==> src/rtl/ps2_host_tx.sv <==
// PS/2 host-to-device transmitter: inhibits the clock, requests to send, then
// shifts one command byte out on device-generated clock falls and checks the ack.
module ps2_host_tx #(
  parameter int INHIBIT_CYCLES = 2500,
  parameter int TIMEOUT_CYCLES = 375000,
  parameter int FILTER_LEN     = 8
) (
  input  logic       clk,
  input  logic       rst,
  input  logic [7:0] tx_data,
  input  logic       tx_start,
  input  logic       ps2_clk_in,
  input  logic       ps2_data_in,
  output logic       ps2_clk_drive_low,
  output logic       ps2_data_drive_low,
  output logic       tx_busy,
  output logic       tx_done,
  output logic       tx_ack_err,
  output logic       tx_timeout,
  output logic [2:0] state_dbg
);

  localparam int IW = $clog2(INHIBIT_CYCLES + 1);
  localparam int TW = $clog2(TIMEOUT_CYCLES + 1);
  localparam int FW = $clog2(FILTER_LEN + 1);
  localparam logic [IW-1:0] INH_LAST  = IW'(INHIBIT_CYCLES - 1);
  localparam logic [TW-1:0] GAP_LAST  = TW'(TIMEOUT_CYCLES - 1);
  localparam logic [FW-1:0] FILT_LAST = FW'(FILTER_LEN - 1);

  typedef enum logic [2:0] {
    IDLE, INHIBIT, RTS, RELEASE, SEND, FINISH, DONE, ERR
  } state_t;

  state_t          state, state_next;
  logic [1:0]      clk_sync, data_sync;
  logic            clk_filt, fall_pulse;
  logic [FW-1:0]   filt_cnt;
  logic [IW-1:0]   inh_cnt;
  logic [TW-1:0]   gap_cnt;
  logic [3:0]      bit_cnt;
  logic [8:0]      shift;

  // Clock level is only accepted after FILTER_LEN consecutive differing samples.
  always_ff @(posedge clk) begin
    if (!rst) begin
      clk_sync   <= 2'b11;
      data_sync  <= 2'b11;
      clk_filt   <= 1'b1;
      filt_cnt   <= '0;
      fall_pulse <= 1'b0;
    end else begin
      clk_sync   <= {clk_sync[0], ps2_clk_in};
      data_sync  <= {data_sync[0], ps2_data_in};
      fall_pulse <= 1'b0;
      if (clk_sync[1] == clk_filt) begin
        filt_cnt <= '0;
      end else if (filt_cnt == FILT_LAST) begin
        clk_filt   <= clk_sync[1];
        filt_cnt   <= '0;
        fall_pulse <= clk_filt;
      end else begin
        filt_cnt <= filt_cnt + 1'b1;
      end
    end
  end

  always_ff @(posedge clk) begin
    if (!rst) begin
      state      <= IDLE;
      inh_cnt    <= '0;
      gap_cnt    <= '0;
      bit_cnt    <= '0;
      shift      <= '0;
      tx_ack_err <= 1'b0;
      tx_timeout <= 1'b0;
    end else begin
      state <= state_next;
      if (state_next == ERR) tx_timeout <= 1'b1;
      case (state)
        IDLE: if (tx_start) begin
          shift      <= {~^tx_data, tx_data};
          tx_ack_err <= 1'b0;
          tx_timeout <= 1'b0;
          inh_cnt    <= '0;
        end
        INHIBIT: inh_cnt <= inh_cnt + 1'b1;
        RTS:     gap_cnt <= '0;
        RELEASE: begin
          gap_cnt <= gap_cnt + 1'b1;
          bit_cnt <= '0;
        end
        SEND: if (fall_pulse) begin
          gap_cnt <= '0;
          bit_cnt <= bit_cnt + 1'b1;
          // Bit 0 is shown after the first fall; shift only after it has been on the line.
          if (bit_cnt >= 4'd1 && bit_cnt <= 4'd8) shift <= {1'b0, shift[8:1]};
          if (bit_cnt == 4'd10) tx_ack_err <= data_sync[1];
        end else begin
          gap_cnt <= gap_cnt + 1'b1;
        end
        FINISH:  gap_cnt <= gap_cnt + 1'b1;
        default: ;
      endcase
    end
  end

  always_comb begin
    state_next = state;
    case (state)
      IDLE:    if (tx_start) state_next = INHIBIT;
      INHIBIT: if (inh_cnt == INH_LAST) state_next = RTS;
      RTS:     state_next = RELEASE;
      RELEASE: begin
        // Our own clock drive kept the filter low; wait for the released line.
        if (gap_cnt == GAP_LAST) state_next = ERR;
        else if (clk_filt)       state_next = SEND;
      end
      SEND: begin
        if (fall_pulse) begin
          if (bit_cnt == 4'd10) state_next = FINISH;
        end else if (gap_cnt == GAP_LAST) begin
          state_next = ERR;
        end
      end
      FINISH: begin
        if (gap_cnt == GAP_LAST) state_next = ERR;
        else if (clk_filt)       state_next = DONE;
      end
      DONE:    state_next = IDLE;
      ERR:     state_next = IDLE;
      default: state_next = IDLE;
    endcase
  end

  always_comb begin
    ps2_clk_drive_low  = (state == INHIBIT) || (state == RTS);
    ps2_data_drive_low = 1'b0;
    case (state)
      RTS, RELEASE: ps2_data_drive_low = 1'b1;
      SEND: begin
        if (bit_cnt == 4'd0)      ps2_data_drive_low = 1'b1;
        else if (bit_cnt <= 4'd9) ps2_data_drive_low = ~shift[0];
      end
      default: ;
    endcase
  end

  assign tx_busy   = (state != IDLE);
  assign tx_done   = (state == DONE) || (state == ERR);
  assign state_dbg = state;

endmodule

==> config.mk <==
export PLATFORM = sky130hd
export DESIGN_NAME = ps2_host_tx
export DESIGN_NICKNAME = d
export VERILOG_FILES = /design/src/rtl/ps2_host_tx.sv
export SDC_FILE = /design/constraint.sdc
export NUM_CORES = 1
export LEC_CHECK = 0
export BUFFER_PORTS_ARGS = -buffer_cell sky130_fd_sc_hd__buf_2
export CAP_MARGIN = 20
export CORE_ASPECT_RATIO = 1.4
export CORE_MARGIN = 8
export CORE_UTILIZATION = 50
export CTS_CLUSTER_DIAMETER = 200
export DETAILED_ROUTE_END_ITERATION = 10
export PLACE_DENSITY = 0.64
export REMOVE_ABC_BUFFERS = 1
export SETUP_SLACK_MARGIN = 0.3
export SYNTH_ARGS = -nofsm -noshare
export SYNTH_HDL_FRONTEND = slang
export SYNTH_SLANG_ARGS = --single-unit
==> constraint.sdc <==
create_clock -name clk -period 2.51 [get_ports clk]
set_clock_uncertainty 0.05 [all_clocks]
set_input_delay 0.502 -clock clk [delete_from_list [all_inputs] [get_ports clk]]
set_output_delay 0.502 -clock clk [all_outputs]
set_load 0.05 [all_outputs]
; Word-level counts from Yosys, hierarchy flattened
; Index checks and enable logic that the tools add are counted.
[totals]
register_bits = 59
latchBits = 0
rom_bits = 0
input_bits = 13
elab_cells = 91
n_memories = 0
output_inout_bits = 9
ram_bits = 0
[classes]
n_eq_ne = 17
addsub = 4
div_mod_pow = 0
bitwise_logic = 4
shifts = 0
n_reduce_logical = 21
n_mux = 30
n_mul = 0
order_cmp = 3
[ops]
columns = operator, n
row1 = $pmux W19 S3, 1
row2 = $mux W3, 9
row3 = $mux W9, 3
row4 = $pmux W12 S2, 1
row5 = $pmux W3 S7, 1
row6 = $add A19 B1 Y19 const B, 1
row7 = $eq A19 B19 Y1 const B, 1
row8 = $mux W19, 1
row9 = $pmux W9 S2, 1
row10 = $eq A3 B3 Y1 const B, 5
row11 = $add A12 B1 Y12 const B, 1
row12 = $eq A12 B12 Y1 const B, 1
row13 = $mux W12, 1
row14 = $add A4 B1 Y4 const B, 2
row15 = $le A4 B4 Y1 const B, 2
row16 = $mux W1, 8
row17 = $ne A2 B2 Y1 const B, 4
row18 = $pmux W4 S2, 1
row19 = $reduce_and A4 Y1, 2
row20 = $reduce_xnor A8 Y1, 1
row21 = $eq A3 B2 Y1 const B, 2
row22 = $reduce_and A2 Y1, 3
row23 = $reduce_bool A2 Y1, 3
row24 = $reduce_bool A3 Y1, 2
row25 = other kinds (14), 22

; Longest topological paths before layout
; Gate-level depths: netlist of the first run.
[depth]
word_depth = 8
depth_mapped = 9
ltp_nobuf = 7

; Worst setup path before layout of the first run
; No wires, ideal clock.
[synth_path]
kind = register -> output
from = register state[2], in the netlist state_dbg[2]
to = output port ps2_data_drive_low
arrival_ns = 1.821
required_time_ns = 1.958
n_path_buf = 2
stages_incl_launch_ff = 7
setup_slack_ns = 0.137
path_cell_list = dfxtp_1 > buf_6 > nand2b_1 > nor2_1 > buf_2 > o21ai_0 > nand2b_1
[synth_between]
elab_chain_cells = 3
word_cells_on_any_way = 5
classes_between = 3 x eq/ne / 1 x mux / 1 x reduce/logical
[synth_rtl]
columns = item, line_no
row1 = from (decl), 34  ; state_t state, state_next;
row2 = from (signal assigned), 77  ; state <= state_next;
row3 = $eq A3 B2 Y1, 138  ; case (state)
row4 = $reduce_or A2 Y1, 138
row5 = $pmux W1 S2 (*), 138
row6 = to (decl), 15  ; output logic ps2_data_drive_low,
; Every way passes the cells marked *; elsewhere a longest branch is shown, timed or not.

; Worst setup path after layout of the first run
[layout_path]
from = register bit_cnt[0]
to = output port ps2_data_drive_low
[layout_between]
elab_chain_cells = 4
word_cells_on_any_way = 5
classes_between = 1 x order compare / 3 x mux / 1 x reduce/logical
[layout_rtl]
columns = item, line_no
row1 = from (decl), 40  ; logic [3:0] bit_cnt;
row2 = from (signal assigned), 94  ; bit_cnt <= bit_cnt + 1'b1;
row3 = $le A4 B4 Y1, 142  ; else if (bit_cnt <= 4'd9) ps2_data_drive_low = ~shift[0];
row4 = $mux W1, 142
row5 = $mux W1 (*), 141  ; if (bit_cnt == 4'd0) ps2_data_drive_low = 1'b1;
row6 = $pmux W1 S2 (*), 138
; Marks and branches as above.

==> results of run 1 <==
## registers in the layout, indices dropped and copies added, names as in the netlist
signal,flops
fall_pulse,1
state_dbg,3
shift,9
bit_cnt,4
filt_cnt,4
clk_filt,1
clk_sync,2
gap_cnt,19
tx_timeout,1
inh_cnt,12
data_sync,2
tx_ack_err,1
## metrics by stage
stage | worst slack, ps | TNS, ps | utilization | hold slack (ps)
after floorplan | -429 | -429 | - | 336
after global placement | 468 | 0 | 0.541 | 342
after detailed placement | 437 | 0 | 0.541 | 344
after CTS | 327 | 0 | 0.577 | 279
after global routing | 298 | 0 | 0.579 | 305
final | 380 | 0 | 0.579 | 294
## per-layer routing
layer / track usage / part of all wire / routed length, microns
met3: 0.0329 / 0.033 / 199
met4: 0.0914 / 0.024 / 144
met5: 0 / 0 / 0
met1: 0.172 / 0.44 / 2610
met2: 0.254 / 0.50 / 3020
## timing repair
| item | CTS | global route |
|---|---|---|
| resized for setup | 4 | 5 |
| pin swaps | 0 | 0 |
| hold buffers | 0 | 0 |
| setup endpoints to repair | 1 | 10 |
## layout by cell type, fill, tap and decap left out, drive strengths merged, types with 2 or more instances in the layout
cell	count
a21oi	22
inv	12
mux2i	12
xnor2	19
o21ai	18
nand3	14
and3	4
nand2b	10
nor2	49
dfxtp	59
clkbuf	12
a31oi	2
nand3b	2
nor2b	2
xor2	8
ha	7
and4	2
a211oi	10
nor4b	2
buf	29
mux2	4
nor3	12
and2	3
nor4	6
or3	4
nand2	22
nand4	9
## layout make-up
| cell class | instances | area [sq um] |
|---|---|---|
| fill | 515 | 2420 |
| multi-input combinational | 256 | 1630 |
| sequential | 59 | 1190 |
| timing repair buffer | 29 | 168 |
| clock buffer | 12 | 165 |
| tap | 70 | 87.6 |
| inverter | 12 | 45.0 |
| clock inverter | 2 | 35.0 |
## power groups by stage
| stage | clock network [uW] | registers, uW | logic (uW) |
|---|---|---|---|
| global placement | 0 | 989 | 135 |
| detailed placement | 0 | 989 | 136 |
| global route | 935 | 968 | 150 |
| CTS | 897 | 969 | 136 |
| floorplan | 0 | 991 | 85.7 |
| finish | 874 | 967 | 135 |
## final timing paths
check / startpoint / endpoint / slack (ps) / cells after the start
max: bit_cnt[0] / ps2_data_drive_low / 380 / 7
min: ps2_data_in / data_sync[0] / 290 / 2
max reg2reg: inh_cnt[4] / state_dbg[0] / 550 / 5
min reg2reg: clk_sync[0] / clk_sync[1] / 360 / 1
## cell families after synthesis
kind of cell,Yosys count,synth area share
flip-flops,59,0.404
XOR/XNOR,27,0.0835
buffers and inverters,25,0.0385
AND/OR/NAND/NOR,148,0.270
AO/OA/AOI/OAI,58,0.117
adder cells (fa/ha/maj),7,0.0300
multiplexers,16,0.0565
## worst register-to-register path: cells and delay by family, from the launching register on
family,cells,cell delay (ps)
compound gates,2,330
flops,1,370
simple gates,3,1070
## synth_stat cells (2+ instances only)
cell	instances	area share
a211oi_1	10	0.026
a21oi_1	22	0.038
a31oi_1	2	0.0043
and2_1	3	0.0064
and3_1	4	0.0086
and4_1	2	0.0060
buf_2	6	0.010
clkbuf_1	5	0.0064
dfxtp_1	59	0.40
ha_1	7	0.030
inv_1	12	0.015
mux2_1	2	0.0077
mux2_2	2	0.0077
mux2i_1	12	0.041
nand2_1	22	0.028
nand2b_1	10	0.021
nand3_1	14	0.024
nand3b_1	2	0.0051
nand4_1	7	0.015
nand4_2	2	0.0086
nor2_1	49	0.063
nor2b_1	2	0.0043
nor3_1	10	0.017
nor4_1	4	0.0086
nor4_2	2	0.0086
o21ai_0	17	0.029
or3_1	4	0.0086
xnor2_1	19	0.057
xor2_1	7	0.021
==> impl_metrics.csv, run 1 <==
group,metric,value,unit
pwr,power.share.switching,0.224,
worst_setup_path,cp-start-kind,"flip-flop",
routing,drt-initial-drc-count,124,
logic_synthesis,ys_types,50,
grt,grtUsageTotal,0.153,
worst_setup_path,critPathCaptureType,"output port",
final_layout,num_antenna_cells,0,
logic_synthesis,yosysSeqAreaShare,0.404,
worst_hold_path,hold_path_class,"input pin to flip-flop",
worst_setup_path,crit_slowest_cell,"dfxtp_4",
clocking,clk_latency,340,ps
sta,drv_slew,0,
sta,rsz0062_at_grt,"false",
floorplanning,die_area,8580,sq um
clocking,cts_root_buffer,"clkbuf_8",
pwr,seq_power_share,0.489,
routing,num_vias,2411,
pwr,clockPowerShare,0.442,
logic_synthesis,synth-main-ff-cell,"dfxtp_1",
clocking,cts_tree,"yes",
final_layout,synthToLayoutAreaGrowth,13.7,%
pwr,power.density,595,nW/um^2
outcome,outcome,"completed",
pwr,comb_power_share,0.068,
grt,grt_pass1_vias,2366,
grt,overflow,0,
worst_setup_path,worstPathMaxFanout,7,
grt,grt_pass1_wl,10500,microns
final_layout,fin_area,3320,sq um
worst_setup_path,arrival,1580,ps
logic_synthesis,syn-cell-area,2920,sq um
clocking,cts_made_buffers,9,
pwr,power_leakage,0.00124,uW
routing,drc,0,
sta,layout_min_cycle_time,2130,ps
final_layout,drive_gt1_frac,0.165,
sta,finalHoldViolCount,0,
logic_synthesis,syn_inst,340,
logic_synthesis,ys_ff_latch,59,
floorplanning,die_x,80.6,microns
routing,postRouteAntennaNets,0,
clocking,cts_sinks,59,
clocking,clk_pin_slew,60,ps
pwr,ir_drop,0.392,mV
worst_setup_path,criticalPathCategory,"flip-flop to output port",
place,place_congestion,0.880,
routing,wirelength,5980,microns
floorplanning,initial_core_util,0.509,
final_layout,stdcell_count,440,
floorplanning,io_pins,22,
pwr,p_int,1530,uW
place,dpl_cell_area,3110,sq um
sta,fmax,470,MHz
place,dp_cells,426,
routing,via_per_inst,5.48,
sta,tightest_slew,560,ps
sta,finalCritPeriodShare,0.848,
logic_synthesis,synth_edf_count,0,
worst_setup_path,path_buf_inv,2,
pwr,finalPower,1980,uW
routing,wire_per_inst,13.6,microns
floorplanning,die_h,106,microns
grt,grt_max_degree,20,
place,io_buffers,21,
job,cap_violations,0,
floorplanning,rows,33,
logic_synthesis,yosysWarnings,0,
worst_setup_path,worstPathRequired,1960,ps
sta,setup_viol,0,
worst_setup_path,critPathMaxStageDelay,370,ps
pwr,switchingPower,442,uW
clocking,ctsLongestPathBuffers,2,
clocking,htree_levels,3,
floorplanning,core,5740,sq um
worst_setup_path,cpMostUsedCell,"nand2b_1",
worst_setup_path,crit_family,"flip-flops",
grt,antenna_found_initial,0,
logic_synthesis,synth-async-reset-ratio,0,
sta,maxSlewHeadroom,0.625,
final_layout,final_nets,387,
worst_setup_path,cp_cell_sequence,"inv_1 -> ha_1 -> nand2b_1 -> a21oi_1 -> o21ai_0 -> nand2b_1 -> buf_4",
clocking,cts_setup_buffers,0,
place,hpwl,4240,microns
logic_synthesis,synth.avg_cell_area,8.59,sq um
routing,drt-pass1-iter-count,4,
(Power assumes the default switching activity.)
==> run 2: changes to the inputs <==
Settings changed: PLACE_DENSITY 0.64 to 0.67.
Clock period 2.51 ns to 1.89 ns, I/O delays scaled along.
==> run 2 against run 1 <==
Net effect:
- the run now ends with negative setup slack left
- setup slack got worse by 460 ps
- routed wire length increased by 62%
- final cell count increased by 13%
- critical path type unchanged
- core utilization increased by 24 points
- die area unchanged
- first-iteration DRC count increased by 51%
- sequential share of layout area decreased by 10 points
- total power increased by 41%
- highest routed layer unchanged
==> impl_metrics.csv, run 2 (synthesized netlist as in run 1, its figures left out) <==
group,metric,value,unit
outcome,outcome,"finished, violations left",
outcome,violations,"negative setup slack",
routing,drt-pass1-iter-count,4,
worst_setup_path,cp-start-kind,"flip-flop",
sta,tns,-79.1,ps
floorplanning,die_x,80.6,microns
floorplanning,rows,33,
grt,use_met1,0.223,
final_layout,largest_register_ffs,19,
place,io_buffers,21,
grt,grt_pass1_wl,13700,microns
final_layout,final_cell_mix,"dfxtp_1 (45), nor2_1 (32), buf_6 (31)",
sta,finalHoldViolCount,0,
pwr,finalPower,2790,uW
clocking,clk_pin_slew,70,ps
sta,setup_viol,1,
grt,overflow,0,
clocking,cts_root_buffer,"clkbuf_8",
final_layout,synthToLayoutAreaGrowth,60.9,%
routing,via_per_inst,5.93,
final_layout,regMostFlops,"gap_cnt",
clocking,cts_made_buffers,9,
grt,grtUsageTotal,0.200,
grt,antenna_found_initial,0,
worst_setup_path,crit_slowest_cell,"dfxtp_4",
worst_setup_path,criticalPathCategory,"flip-flop to output port",
worst_setup_path,critPathMaxStageDelay,390,ps
pwr,ir_drop,0.620,mV
clocking,htree_levels,3,
grt,grt_pass1_vias,2831,
final_layout,drive_gt1_frac,0.487,
worst_setup_path,cp_cell_sequence,"buf_12 -> nor2b_2 -> nand2b_1 -> buf_6",
pwr,power.density,594,nW/um^2
grt,grt_max_degree,20,
worst_setup_path,worstPathMaxFanout,6,
clocking,hold_buffers,0,
final_layout,final_nets,445,
sta,maxSlewHeadroom,0.615,
final_layout,mostFrequentLayoutCell,"dfxtp_1",
worst_hold_path,hold_path_class,"input pin to flip-flop",
grt,grtUsageMet2,0.350,
floorplanning,core,5740,sq um
floorplanning,die_h,106,microns
clocking,cts_sinks,59,
floorplanning,io_pins,22,
sta,fmax,508,MHz
final_layout,reg.largest.list,"gap_cnt (19), inh_cnt (12), shift (9)",
worst_setup_path,arrival,1540,ps
sta,setup_ws,-79.1,ps
place,place_congestion,0.824,
pwr,power_leakage,0.00191,uW
routing,wirelength,9670,microns
floorplanning,die_area,8580,sq um
sta,layout_min_cycle_time,1970,ps
sta,tightest_slew,577,ps
grt,busiest_layer,"met2",
routing,drt-initial-drc-count,187,
worst_setup_path,critPathCaptureType,"output port",
worst_setup_path,worstPathRequired,1460,ps
sta,finalCritPeriodShare,1.04,
grt,grt_util_met3,0.0439,
job,cap_violations,0,
clocking,cts_tree,"yes",
clocking,ctsLongestPathBuffers,2,
sta,rsz0062_at_grt,"true",
routing,num_vias,2961,
final_layout,num_antenna_cells,0,
clocking,clk_latency,350,ps
sta,drv_slew,0,
routing,drc,0,
place,hpwl,4450,microns
routing,postRouteAntennaNets,0,
routing,wire_per_inst,19.4,microns
floorplanning,initial_core_util,0.509,
-- run 2: cell types whose count changed in the layout (fill, tap and decap cells not counted), sizes merged --
cell / before / now
buf: 29 / 85
nand4: 9 / 11
clkbuf: 12 / 13
-- run 2: metrics by stage --
step	hold slack, ps	utilization	setup WS, ps	instance area, sq um	instances
after CTS	160	0.727	55.3	4170	478
final	164	0.819	-79.1	4700	499
after floorplan	336	-	-925	2850	327
after global placement	339	0.560	31.1	3210	437
after global routing	171	0.819	-94.0	4700	499
after detailed placement	348	0.560	39.5	3210	437
-- run 2: area by class of cell --
| cell class | instances | area, sq um |
|---|---|---|
| clock buffer | 13 | 159 |
| fill | 307 | 1040 |
| multi-input combinational | 258 | 2300 |
| timing repair buffer | 85 | 862 |
| clock inverter | 2 | 35.0 |
| sequential | 59 | 1210 |
| tap | 70 | 87.6 |
| inverter | 12 | 50.0 |
-- run 2: worst max-delay path: cells and delay by family (launching register included) --
kind | cells | cell delay [ps]
buf+inv | 2 | 310
flops | 1 | 390
simple gates | 2 | 490
-- run 2: layer usage --
metal / vias to the layer above / wire length (microns)
met2: 112 / 5280
met1: 1433 / 3520
met3: 43 / 402
met5: - / 0
li1: 1373 / -
met4: 0 / 472
-- run 2: repair_timing --
action                                  in CTS  in global routing
cloned                                       4                  3
setup buffers                               22                 18
endpoints found under the setup margin      52                 50
pin swaps                                   36                 45
hold endpoints to repair                     0                  0
gates resized for setup                    126                 92
-- run 2: worst paths after layout --
check	start	endpoint	slack (ps)	depth (start not counted)
worst max-delay path	state_dbg[2]	ps2_data_drive_low	-80	4
worst min-delay path	ps2_data_in	data_sync[0]	160	2
worst max register to register	state_dbg[1]	gap_cnt[6]	80	7
worst min register to register	data_sync[0]	data_sync[1]	360	1
-- run 2: where the power goes --
group          switching [uW]  internal, uW  total, uW
Sequential               24.5          1260       1290
Combinational             176           174        350
Clock                     483           673       1160
Total                     683          2110       2790
